$ cat src/rtl/itype_instr_sequencer_if.sv
// Instruction stream handshake between the sequencer and the imem response
// path: a plain valid/ready channel carrying one 32-bit instruction word.
interface itype_instr_sequencer_if;
  logic        instr_valid;
  logic        instr_ready;
  logic [31:0] instr;

  modport master (
    output instr_valid,
    output instr,
    input  instr_ready
  );

  modport slave (
    input  instr_valid,
    input  instr,
    output instr_ready
  );
endinterface

$ cat src/rtl/itype_instr_sequencer.sv
// Instruction sequencer for the lockstep harness: warm-up NOPs, a burst of
// pseudo-random legal OP-IMM instructions driven by a Galois LFSR, then drain
// NOPs. The valid/ready channel is driven purely from registered state, so
// instr_ready never reaches instr_valid combinationally.
module itype_instr_sequencer #(
  parameter logic [31:0] LFSR_SEED   = 32'h000117E4,
  parameter int          NUM_INSTRS  = 100,
  parameter int          WARMUP_NOPS = 2,
  parameter int          DRAIN_NOPS  = 3
) (
  input  logic                           clk,
  input  logic                           reset,
  input  logic                           start,
  itype_instr_sequencer_if.master        bus,
  output logic                           busy,
  output logic                           done,
  output logic [15:0]                    issued_count
);

  typedef enum logic [2:0] {
    S_IDLE,
    S_WARMUP,
    S_RUN,
    S_DRAIN,
    S_DONE
  } state_t;

  localparam logic [31:0] NOP       = 32'h00000013;
  localparam logic [31:0] LFSR_MASK = 32'h80200003;
  // An all-zero LFSR would lock up, so a zero seed is promoted to 1.
  localparam logic [31:0] SEED_EFF  = (LFSR_SEED == 32'd0) ? 32'h00000001 : LFSR_SEED;

  // Last counter value of each phase (only used when that phase is non-empty).
  localparam logic [15:0] WARM_LAST  = 16'(WARMUP_NOPS - 1);
  localparam logic [15:0] RUN_LAST   = 16'(NUM_INSTRS - 1);
  localparam logic [15:0] DRAIN_LAST = 16'(DRAIN_NOPS - 1);

  // Empty phases are skipped entirely when choosing where to go next.
  localparam state_t AFTER_RUN  = (DRAIN_NOPS  != 0) ? S_DRAIN  : S_DONE;
  localparam state_t AFTER_WARM = (NUM_INSTRS  != 0) ? S_RUN    : AFTER_RUN;
  localparam state_t ON_START   = (WARMUP_NOPS != 0) ? S_WARMUP : AFTER_WARM;

  state_t      state_q, state_d;
  logic [31:0] lfsr_q, lfsr_d;
  logic [15:0] cnt_q, cnt_d;
  logic [15:0] issued_q, issued_d;
  logic        valid;
  logic        xfer;

  function automatic logic [31:0] lfsr_next(input logic [31:0] s);
    return s[0] ? ((s >> 1) ^ LFSR_MASK) : (s >> 1);
  endfunction

  // Shift-immediate encodings only allow shamt[4:0] plus the SRAI bit (imm[10]).
  function automatic logic [31:0] encode_itype(input logic [31:0] s);
    logic [11:0] imm;
    logic [2:0]  f3;
    imm = s[31:20];
    f3  = s[14:12];
    if (f3 == 3'd1)      imm = imm & 12'h01F;
    else if (f3 == 3'd5) imm = imm & 12'h41F;
    return {imm, s[19:15], f3, s[11:7], 7'b0010011};
  endfunction

  function automatic logic [15:0] sat_inc(input logic [15:0] v);
    return (v == 16'hFFFF) ? v : (v + 16'd1);
  endfunction

  assign valid = (state_q == S_WARMUP) || (state_q == S_RUN) || (state_q == S_DRAIN);
  assign xfer  = valid && bus.instr_ready;

  assign bus.instr_valid = valid;
  assign bus.instr       = (state_q == S_RUN) ? encode_itype(lfsr_q) : NOP;
  assign busy            = valid;
  assign done            = (state_q == S_DONE);
  assign issued_count    = issued_q;

  // Next-state: phase counter advances only on transfers; the final transfer
  // of a phase switches state and clears the counter on the same edge.
  always_comb begin
    state_d  = state_q;
    lfsr_d   = lfsr_q;
    cnt_d    = cnt_q;
    issued_d = issued_q;
    case (state_q)
      S_IDLE, S_DONE: begin
        if (start) begin
          state_d  = ON_START;
          lfsr_d   = SEED_EFF;
          cnt_d    = 16'd0;
          issued_d = 16'd0;
        end
      end
      S_WARMUP: begin
        if (xfer) begin
          if (cnt_q == WARM_LAST) begin
            state_d = AFTER_WARM;
            cnt_d   = 16'd0;
          end else begin
            cnt_d = cnt_q + 16'd1;
          end
        end
      end
      S_RUN: begin
        if (xfer) begin
          issued_d = sat_inc(issued_q);
          lfsr_d   = lfsr_next(lfsr_q);
          if (cnt_q == RUN_LAST) begin
            state_d = AFTER_RUN;
            cnt_d   = 16'd0;
          end else begin
            cnt_d = cnt_q + 16'd1;
          end
        end
      end
      S_DRAIN: begin
        if (xfer) begin
          if (cnt_q == DRAIN_LAST) begin
            state_d = S_DONE;
            cnt_d   = 16'd0;
          end else begin
            cnt_d = cnt_q + 16'd1;
          end
        end
      end
      default: state_d = S_IDLE;
    endcase
  end

  // State register; reset aborts any run on the same edge.
  always_ff @(posedge clk) begin
    if (reset) begin
      state_q  <= S_IDLE;
      lfsr_q   <= SEED_EFF;
      cnt_q    <= 16'd0;
      issued_q <= 16'd0;
    end else begin
      state_q  <= state_d;
      lfsr_q   <= lfsr_d;
      cnt_q    <= cnt_d;
      issued_q <= issued_d;
    end
  end

endmodule

$ cat src/flat_wrapper.sv
// flat-port wrapper written by rule: the top's interface ports become plain ports
module itype_instr_sequencer_flat 
#(
  parameter logic [31:0] LFSR_SEED   = 32'h000117E4,
  parameter int          NUM_INSTRS  = 100,
  parameter int          WARMUP_NOPS = 2,
  parameter int          DRAIN_NOPS  = 3
)
  (clk, reset, start, busy, done, issued_count, bus_instr_valid, bus_instr, bus_instr_ready);
  itype_instr_sequencer_if bus_i ();
  input  logic clk;
  input  logic reset;
  input  logic start;
  output logic busy;
  output logic done;
  output logic [15:0] issued_count;
  output wire logic [$bits(bus_i.instr_valid)-1:0] bus_instr_valid;
  output wire logic [$bits(bus_i.instr)-1:0] bus_instr;
  input wire logic [$bits(bus_i.instr_ready)-1:0] bus_instr_ready;
  assign bus_instr_valid = bus_i.instr_valid;
  assign bus_instr = bus_i.instr;
  assign bus_i.instr_ready = bus_instr_ready;
  itype_instr_sequencer #(.LFSR_SEED(LFSR_SEED), .NUM_INSTRS(NUM_INSTRS), .WARMUP_NOPS(WARMUP_NOPS), .DRAIN_NOPS(DRAIN_NOPS)) u_core (.clk(clk), .reset(reset), .start(start), .bus(bus_i), .busy(busy), .done(done), .issued_count(issued_count));
endmodule
$ cat config.mk
export PLATFORM = sky130hd
export DESIGN_NAME = itype_instr_sequencer_flat
export DESIGN_NICKNAME = d
export VERILOG_FILES = /design/src/rtl/itype_instr_sequencer_if.sv /design/src/rtl/itype_instr_sequencer.sv /design/src/flat_wrapper.sv
export SDC_FILE = /design/constraint.sdc
export NUM_CORES = 1
export LEC_CHECK = 0
export CORE_ASPECT_RATIO = 1.4
export CORE_UTILIZATION = 50
export DETAILED_ROUTE_END_ITERATION = 10
export GPL_ROUTABILITY_DRIVEN = 1
export GPL_TIMING_DRIVEN = 0
export PLACE_DENSITY_LB_ADDON = 0.2
export SYNTH_ARGS = -nofsm -noshare
export SYNTH_HDL_FRONTEND = slang
export SYNTH_SLANG_ARGS = --single-unit
$ cat constraint.sdc
create_clock -name clk -period 3.67 [get_ports clk]
set_input_delay 0.734 -clock clk [delete_from_list [all_inputs] [get_ports clk]]
set_output_delay 0.734 -clock clk [all_outputs]
set_load 0.02 [all_outputs]
After elaboration in Yosys (flattened, before gate mapping)
Index checks and enable logic that the tools add are counted.

cells by class
  bitwise logic cells = 1
  equality and inequality tests = 18
  mux-type cells = 26
  add/sub/neg operators = 2
  reduce and logical (&&, ||, !) cells = 11

operator list
  cell                     count
  $mux W16                 9
  $mux W32                 4
  $pmux W16 S4             1
  $pmux W32 S2             1
  $add A16 B1 Y16 const B  2
  $pmux W16 S2             1
  $mux W12                 2
  $mux W3                  7
  $eq A16 B1 Y1 const B    1
  $eq A16 B16 Y1 const B   1
  $eq A16 B2 Y1 const B    1
  $eq A16 B7 Y1 const B    1
  $pmux W3 S4              1
  $ne A2 B2 Y1 const B     5
  $reduce_and A7 Y1        1
  $eq A3 B1 Y1 const B     2
  $eq A3 B2 Y1 const B     2
  $eq A3 B3 Y1 const B     2
  $ne A2 B1 Y1 const B     3
  $reduce_and A5 Y1        1
  $not A3 Y4               1
  $reduce_and A4 Y1        1
  $reduce_bool A4 Y1       1
  $logic_not A3 Y1         1
  5 further kinds          6

storage, ports and cells
  output and inout bits = 51
  flip-flop bits (word level) = 67
  input port bits = 4

Longest topological paths before layout
Gate-level depths: netlist of the first run.

  depth after elaboration = 6
  depth in mapped cells = 8

Worst setup path before layout of the first run
OpenSTA, ideal clock, no wires.

  path kind = input-to-reg
  start = in bus_instr_ready
  end = reg u_core.issued_q[7], in the netlist u_core.issued_count[7]
  setup time = 0.116 ns
  slack = 1.314 ns
  required time = 3.554 ns
  stages = 7
  arrival time = 2.239 ns
  cells stage by stage = clkbuf_1 > nand3b_1 > a21o_1 > clkbuf_1 > a311oi_1 > a31oi_1 > a41o_2

on the way
  word-level cells in the longest chain between the ends = 3

RTL lines
  what                         line                          source
  start, declared              flat_wrapper.sv:19            input wire logic [$bits(bus_i.instr_ready)-1:0] bus_instr_ready;
  $logic_and A1 B1 Y1          itype_instr_sequencer.sv:70   assign xfer = valid && bus.instr_ready;
  $ne A2 B1 Y1 (no line)       --
  $reduce_and A4 Y1 (no line)  --
  end signal, assigned         itype_instr_sequencer.sv:141  issued_q <= issued_d;
  end, declared                itype_instr_sequencer.sv:46   logic [15:0] issued_q, issued_d;

Every way passes these cells.
A chain may end at the register's enable or synchronous reset.

Final worst setup path of the first run
  start = reg u_core.state_q[0]
  end = out bus_instr[14]

on the way
  word-level cells in the longest chain between the ends = 2

RTL lines
  what                    line                          source
  start, declared         itype_instr_sequencer.sv:43   state_t state_q, state_d;
  start signal, assigned  itype_instr_sequencer.sv:138  state_q <= state_d;
  $eq A3 B2 Y1            itype_instr_sequencer.sv:73   assign bus.instr = (state_q == S_RUN) ? encode_itype(lfsr_q) : NOP;
  $mux W32                itype_instr_sequencer.sv:73
  end, declared           flat_wrapper.sv:18            output wire logic [$bits(bus_i.instr)-1:0] bus_instr;

Every way passes these cells.

==> impl_metrics.ini, run 1 <==
[placed_design]
place_ws_ns = 0.742
gp_congestion = 0.810
port_buffers = 46
dp_hpwl_um = 5320

[sta]
fin_ws_ns = 0.362
slew_viol_final = 0
hold_viol = 0
fin_skew_ns = 0.00985
rsz0062_at_grt = false
min_period_ns = 3.31
setup_violations = 0
timing.fmax_mhz = 302
worst_slew_pin_slew_ns = 0.703
fin_tns_setup_ns = 0
slew_headroom = 0.528
min_period_over_period = 0.901

[synth]
synth-async-reset-ratio = 0
ys_seq_area_frac = 0.398
synth_top_area_frac = 0.398
synth_area_sq_um = 3370
yosysMostFrequentCell = nand2_1
synthTopCellsByCount = nand2_1, dfxtp_1, nor2_1
ys_types = 50
ys_ff_latch = 67
synthFlopType = dfxtp_1
ys_warn_count = 0
avgSynthCellArea_sq_um = 7.91
syn_inst = 426
yosys.area.top_type = dfxtp_1
synth_edf_count = 0
yosys-top-cells-area = dfxtp_1, nand2_1, nand3_1, a21oi_1, nor2_1

[flow_run]
cap_violations = 0

[clock_network]
clk_root_buffer_cell = clkbuf_8
h-tree-depth = 3
ctsResizeCount = 0
numCtsBuffers = 9
insertion_delay_ns = 0.36
clk_pin_slew_worst_paths_ns = 0.07
postCtsSetupRepairBufs = 0
cts_tree = built
cts_buffer_depth = 2
cts_sinks = 67
ctsHoldBuffers = 0

[floorplanning]
die-height_um = 99.2
num_io_pins = 55
start_util = 0.513
dieArea_sq_um = 7080
rows = 35
core-area_sq_um = 6570
die_w_um = 71.4

[power_and_ir_drop]
p_per_area_nw_per_um2 = 426
p_leak_uw = 0.00152
irDropWorstVdd_uv = 339

[min_path]
holdCritPathClass = reg2reg

[global_routing]
grt_pass1_wl_um = 12400
antenna_found_initial = 0
grt_overflow = 0
grtUsageTotal = 0.223
first_global_vias = 2816
grt_max_degree = 13

[worst_setup_path]
crit_type = reg2out
cp-end-kind = output pin
cpLargestDelayFamily = buffers and inverters
critPathRequiredTime_ns = 2.94
crit_path_start_kind = flop
cp_max_fo = 10
crit_top_cell = clkbuf_1
worstPathCellList = clkbuf_1 -> nor3_1 -> clkbuf_1 -> and2_1 -> buf_4 -> clkdlybuf4s50_1
critPathMaxStageDelay_ns = 0.58
cp_num_buf_inv = 4
cp_slowest_cell = clkdlybuf4s50_1
arrival_ns = 2.57

[status]
violations = design-rule violations
outcome = finished with violations

[routing]
vias = 3064
ant_nets = 0
drt-pass1-iter-count = 8
wl_um = 7320
drc = 5
viasPerCell = 5.41
wl_per_cell_um = 12.9
first_iter_violations = 171

[finish]
fillCellCount = 588
nets = 496
drive_gt1_frac = 0.0915
diodes = 0
area_growth_pct = 24.1
utilization = 0.637
[cells in the final DEF (no fill, tap or decap), types with 4 or more instances in the layout]
cell type,count
xor2_1,6
nor2_1,41
a21o_1,4
nor4_1,8
buf_4,18
clkbuf_8,9
a31oi_1,6
nand3_1,34
clkdlybuf4s50_1,46
nand4_1,8
a21oi_1,32
nand2_1,70
and2_1,24
nor3_1,4
xnor2_1,15
dfxtp_1,67
ha_1,4
o21ai_0,4
inv_1,7
clkbuf_1,21
conb_1,7
[state kept, by name, indices dropped and copies added, names as in the netlist]
| name | cells |
|---|---|
| u_core.lfsr_q | 32 |
| u_core.issued_count | 16 |
| u_core.cnt_q | 16 |
| u_core.state_q | 3 |
[tightest hold or removal path, cell delays in order, from the launching register on]
cell and delay [ns]:
dfxtp_1 0.31, nand2_1 0.05, a21oi_1 0.05
[metal layers]
layer / share of wire / vias to the layer above / global-route usage
li1: - / 1568 / -
met1: 0.44 / 1410 / 0.265
met2: 0.50 / 67 / 0.379
met3: 0.036 / 19 / 0.0314
met4: 0.027 / 0 / 0.129
met5: 0 / - / 0
[layout make-up]
cell class	count	area, sq um	area share
buffer	43	240	0.0575
clock buffer	9	124	0.0296
clock inverter	6	115	0.0275
inverter	7	26.3	0.00628
multi-input combinational	314	1780	0.426
sequential	67	1340	0.321
tap	74	92.6	0.0221
timing repair buffer	46	460	0.110
[cell families (layout without fill, tap and decap cells)]
group | Yosys count | count (layout) | share of synthesized area
simple gates | 214 | 214 | 0.314
flops | 67 | 67 | 0.398
compound gates | 65 | 65 | 0.128
buf+inv | 50 | 111 | 0.0791
xor+xnor | 21 | 21 | 0.0546
fa+ha+maj | 4 | 4 | 0.0148
mux | 3 | 3 | 0.00891
other cells | 2 | 7 | 0.00223
[path summary, 6_finish.rpt]
kind / start / end / slack [ns] / cells after the start
worst max-delay path: u_core.state_q[0]$_SDFFE_PP0P_ / bus_instr[14] / 0.36 / 6
worst min-delay path: u_core.lfsr_q[21]$_SDFFE_PP0P_ / u_core.lfsr_q[21]$_SDFFE_PP0P_ / 0.45 / 2
worst max register to register: u_core.state_q[2]$_SDFFE_PP0P_ / u_core.issued_count[7]$_SDFFE_PP0P_ / 1.44 / 6
worst min register to register: u_core.lfsr_q[21]$_SDFFE_PP0P_ / u_core.lfsr_q[21]$_SDFFE_PP0P_ / 0.45 / 2
[where the power goes]
group	switching (uW)	internal (uW)	leakage [uW]
logic	181	88.8	0.000865
registers	17.0	745	0.000541
clock network	300	449	0.000115
total	498	1280	0.00152
[stage by stage]
step	instance area, sq um	instances	power (uW)	hold WS (ns)
2_1_floorplan	3390	431	973	0.427
3_3_place_gp	3940	551	1040	0.433
3_5_place_dp	3940	551	1050	0.444
4_1_cts	4180	566	1790	0.454
5_1_grt	4180	566	1850	0.480
6_report	4180	566	1780	0.453
Power figures use the tool's default switching activity.
==> inputs of run 2 (changes only) <==
CELL_PAD_IN_SITES_DETAIL_PLACEMENT = 0   (was default)
CELL_PAD_IN_SITES_GLOBAL_PLACEMENT = 1   (was default)
CORE_UTILIZATION = 42   (was 50)
SKIP_CTS_REPAIR_TIMING = 1   (was default)
==> impl_metrics.ini, run 2 (synthesized netlist as in run 1, its figures left out) <==
[global_routing]
grt_util_met2 = 0.355
grt_most_used_layer = met2
first_global_vias = 2818
grtUsageTotal = 0.204
met3_usage = 0.0262
grt_overflow = 0
grt_pass1_wl_um = 13400
grt_max_degree = 12
antenna_found_initial = 0
use_met1 = 0.243

[routing]
ant_nets = 0
drc = 0
vias = 3050
viasPerCell = 5.14
wl_per_cell_um = 13.4
first_iter_violations = 177
wl_um = 7920
drt-pass1-iter-count = 4

[finish]
final_cell_mix = nand2_1, dfxtp_1, clkdlybuf4s50_1
largest_reg_flops = 32
fillCellCount = 773
stdcell_count = 593
register_area_sq_um = 1340
area_growth_pct = 25.1
layout_commonest_cell = nand2_1
drive_gt1_frac = 0.0913
diodes = 0
regMostFlops = u_core.lfsr_q
multi_input_comb_area_sq_um = 1780
nets = 496

[floorplanning]
dieArea_sq_um = 8390
start_util = 0.435
num_io_pins = 55
die_w_um = 77.7
rows = 38
core-area_sq_um = 7750
die-height_um = 108

[worst_setup_path]
cp_num_buf_inv = 4
cp_max_fo = 10
critPathMaxStageDelay_ns = 0.58
cp_slowest_cell = clkdlybuf4s50_1
arrival_ns = 2.58
crit_path_start_kind = flop
critPathRequiredTime_ns = 2.94
crit_type = reg2out
cpLargestDelayFamily = buffers and inverters
worstPathCellList = clkbuf_1 -> nor3_1 -> clkbuf_1 -> and2_1 -> buf_4 -> clkdlybuf4s50_1
cp-end-kind = output pin
crit_top_cell = clkbuf_1

[sta]
rsz0062_at_grt = false
holdWs_ns = 0.452
worst_slew_pin_slew_ns = 0.767
min_period_ns = 3.32
timing.fmax_mhz = 302
fin_skew_ns = 0.00540
min_period_over_period = 0.904
fin_tns_setup_ns = 0
slew_viol_final = 0
hold_viol = 0
setup_violations = 0
slew_headroom = 0.485

[power_and_ir_drop]
p_leak_uw = 0.00153
p_per_area_nw_per_um2 = 425
irDropWorstVdd_uv = 239

[clock_network]
h-tree-depth = 3
cts_tree = built
numCtsBuffers = 9
clk_root_buffer_cell = clkbuf_8
clk_pin_slew_worst_paths_ns = 0.07
cts_sinks = 67
insertion_delay_ns = 0.35
cts_buffer_depth = 2

[placed_design]
gp_congestion = 0.813
port_buffers = 46
dp_hpwl_um = 5670
dp_cells = 577

[min_path]
holdCritPathClass = reg2reg

[flow_run]
cap_violations = 0

[status]
outcome = complete, no violations
==> run 2: path summary, 6_finish.rpt <==
check / slack [ns] / cells after the start / end / from
min reg2reg: 0.45 / 2 / u_core.lfsr_q[24]$_SDFFE_PP0P_ / u_core.lfsr_q[24]$_SDFFE_PP0P_
min: 0.45 / 2 / u_core.lfsr_q[24]$_SDFFE_PP0P_ / u_core.lfsr_q[24]$_SDFFE_PP0P_
max reg2reg: 1.37 / 7 / u_core.issued_count[5]$_SDFFE_PP0P_ / u_core.state_q[2]$_SDFFE_PP0P_
max: 0.35 / 6 / bus_instr[18] / u_core.state_q[0]$_SDFFE_PP0P_
==> run 2: tightest hold or removal path: stages, from the launching register on <==
cell     delay (ns)
dfxtp_1        0.31
nand2_1        0.05
a21oi_1        0.05
==> run 2: metrics by stage <==
stage	setup WS (ns)	instance area, sq um	utilization	total power, uW
after global routing	0.153	4220	0.544	1870
after detailed placement	0.689	3980	0.513	1060
after floorplan	1.31	3390	-	973
final	0.354	4220	0.544	1790
after CTS	0.293	4220	0.544	1810
after global placement	0.674	3980	0.513	1050
==> run 2: area by class of cell <==
type | instances | share of cell area
Tap cell | 100 | 0.0297
Sequential cell | 67 | 0.318
Multi-Input combinational cell | 314 | 0.423
Clock inverter | 5 | 0.0237
Timing Repair Buffer | 46 | 0.109
Clock buffer | 11 | 0.0335
Buffer | 43 | 0.0570
Inverter | 7 | 0.00623
==> run 2: per-layer routing <==
layer  part of all wire  up-vias  wire length [um]
li1                   -     1561                 -
met1               0.43     1414              3440
met2               0.51       67              4040
met3              0.040        8               314
met4              0.015        0               122
met5                  0        -                 0
==> run 2: where the power goes <==
| part | internal [uW] | total, uW | switching [uW] |
|---|---|---|---|
| sequential | 745 | 762 | 16.5 |
| combinational | 88.9 | 274 | 185 |
| clock | 468 | 757 | 289 |
| total | 1300 | 1790 | 491 |
==> inputs of run 3 (changes only) <==
CORE_UTILIZATION = 35   (was 42)
clock period = 2.8 ns   (was 3.67 ns; I/O delays follow)
==> impl_metrics.ini, run 3 (synthesized netlist as in run 1, its figures left out) <==
[status]
outcome = complete, no violations

[placed_design]
gp_congestion = 0.757
dp_hpwl_um = 5890
port_buffers = 46
placed_cell_area_sq_um = 3990
dp_cells = 587
place_ws_ns = -0.0547

[worst_setup_path]
critPathMaxStageDelay_ns = 0.59
reg2reg_slack_ns = 0.47
r2r_cells = 7
critPathRequiredTime_ns = 2.24
cp_slowest_cell = clkdlybuf4s50_1
cp-end-kind = output pin
cp_max_fo = 10
arrival_ns = 2.12
reg2reg_to = u_core.cnt_q[14]$_SDFFE_PP0P_
crit_type = reg2out
rr_startpoint = u_core.state_q[0]$_SDFFE_PP0P_
worstPathCellList = buf_2 -> inv_1 -> nor3_2 -> clkbuf_4 -> and2_1 -> clkdlybuf4s50_1
crit_path_start_kind = flop

[sta]
fin_tns_setup_ns = 0
timing.fmax_mhz = 373
setup_violations = 0
hold_viol = 0
worst_slew_pin_slew_ns = 0.737
fin_skew_ns = 0.00296
min_period_over_period = 0.957
slew_viol_final = 0
fin_ws_ns = 0.119
min_period_ns = 2.68
slew_headroom = 0.505
rsz0062_at_grt = false

[routing]
wl_per_cell_um = 13.6
wl_um = 8180
vias = 3060
ant_nets = 0
first_iter_violations = 116
viasPerCell = 5.08
drc = 0
drt-pass1-iter-count = 6

[min_path]
whs_endpoint = u_core.lfsr_q[21]$_SDFFE_PP0P_
hold_depth = 2
holdCritPathClass = reg2reg
min_from = u_core.lfsr_q[21]$_SDFFE_PP0P_

[floorplanning]
start_util = 0.358
core-area_sq_um = 9410
die_w_um = 84.9
dieArea_sq_um = 10000
num_io_pins = 55
die-height_um = 118
rows = 42

[power_and_ir_drop]
p_clk_frac = 0.466
p_int_uw = 1900
p_per_area_nw_per_um2 = 586
p_sw_frac = 0.259
irDropWorstVdd_uv = 403
totalPowerFinal_uw = 2560
switchingPower_uw = 662
pwr-share-comb = 0.142
power_frac_seq = 0.392
p_leak_uw = 0.00189

[global_routing]
grt_pass1_wl_um = 13700
grt_max_degree = 11
grtUsageTotal = 0.173
first_global_vias = 2936
antenna_found_initial = 0
grt_overflow = 0

[clock_network]
numCtsBuffers = 9
clk_pin_slew_worst_paths_ns = 0.05
clk_root_buffer_cell = clkbuf_16
cts_sinks = 67
h-tree-depth = 3
cts_tree = built
cts_buffer_depth = 2
insertion_delay_ns = 0.33

[finish]
area_growth_pct = 29.4
regMostFlops = u_core.lfsr_q
diodes = 0
drive_gt1_frac = 0.0976
nets = 496
fillCellCount = 963
largest_reg_flops = 32
register_area_sq_um = 1340
final_cell_mix = nand2_1, dfxtp_1, nor2_1
stdcell_count = 602
layout_commonest_cell = nand2_1
finalInstanceArea_sq_um = 4360
multi_input_comb_area_sq_um = 1800

[flow_run]
cap_violations = 0
run 3: worst max-delay path, delay by kind of cell (launching register included):
family,cells,cell delay (ns)
buf+inv,4,1.14
simple gates,2,0.35
flops,1,0.31
run 3: worst max-delay path by stage:
| stage | startpoint | endpoint | slack, ns | depth (start not counted) |
|---|---|---|---|---|
| 3_5_place_dp | u_core.state_q[0]$_SDFFE_PP0P_ | bus_instr[24] | -0.05 | 6 |
| 2_1_floorplan | bus_instr_ready | u_core.issued_count[7]$_SDFFE_PP0P_ | 0.62 | 7 |
| 6_report | u_core.state_q[1]$_SDFFE_PP0P_ | bus_instr[10] | 0.12 | 6 |
| 3_3_place_gp | u_core.state_q[0]$_SDFFE_PP0P_ | bus_instr[24] | -0.06 | 6 |
| 4_1_cts | u_core.state_q[0]$_SDFFE_PP0P_ | bus_instr[24] | -0.43 | 6 |
| 5_1_grt | u_core.state_q[1]$_SDFFE_PP0P_ | bus_instr[10] | 0.001 | 6 |
run 3: per-stage QoR:
step,hold WS [ns],util
floorplan,0.427,-
global placement,0.434,0.424
detailed placement,0.445,0.424
CTS,0.452,0.457
global route,0.477,0.464
finish,0.449,0.464
run 3: power by group through the flow:
stage | logic [uW] | clock network (uW) | registers (uW)
after CTS | 364 | 1220 | 1000
after global routing | 409 | 1250 | 1010
after floorplan | 261 | 0 | 1010
after detailed placement | 363 | 0 | 1020
after global placement | 364 | 0 | 1020
final | 364 | 1190 | 1000
run 3: area by class of cell:
type / instances / share of cell area
multi-input combinational: 314 / 0.412
timing repair buffer: 46 / 0.115
clock inverter: 2 / 0.0138
buffer: 43 / 0.0571
sequential: 67 / 0.307
tap: 110 / 0.0315
inverter: 7 / 0.00602
clock buffer: 13 / 0.0574
run 3: per-layer routing:
layer / GRT usage / vias up / routed length (um) / share of wire
met5: 0 / - / 0 / 0
met4: 0.0752 / 0 / 148 / 0.018
met3: 0.0358 / 12 / 237 / 0.029
met2: 0.306 / 44 / 4200 / 0.51
met1: 0.197 / 1437 / 3600 / 0.44
li1: - / 1567 / - / -
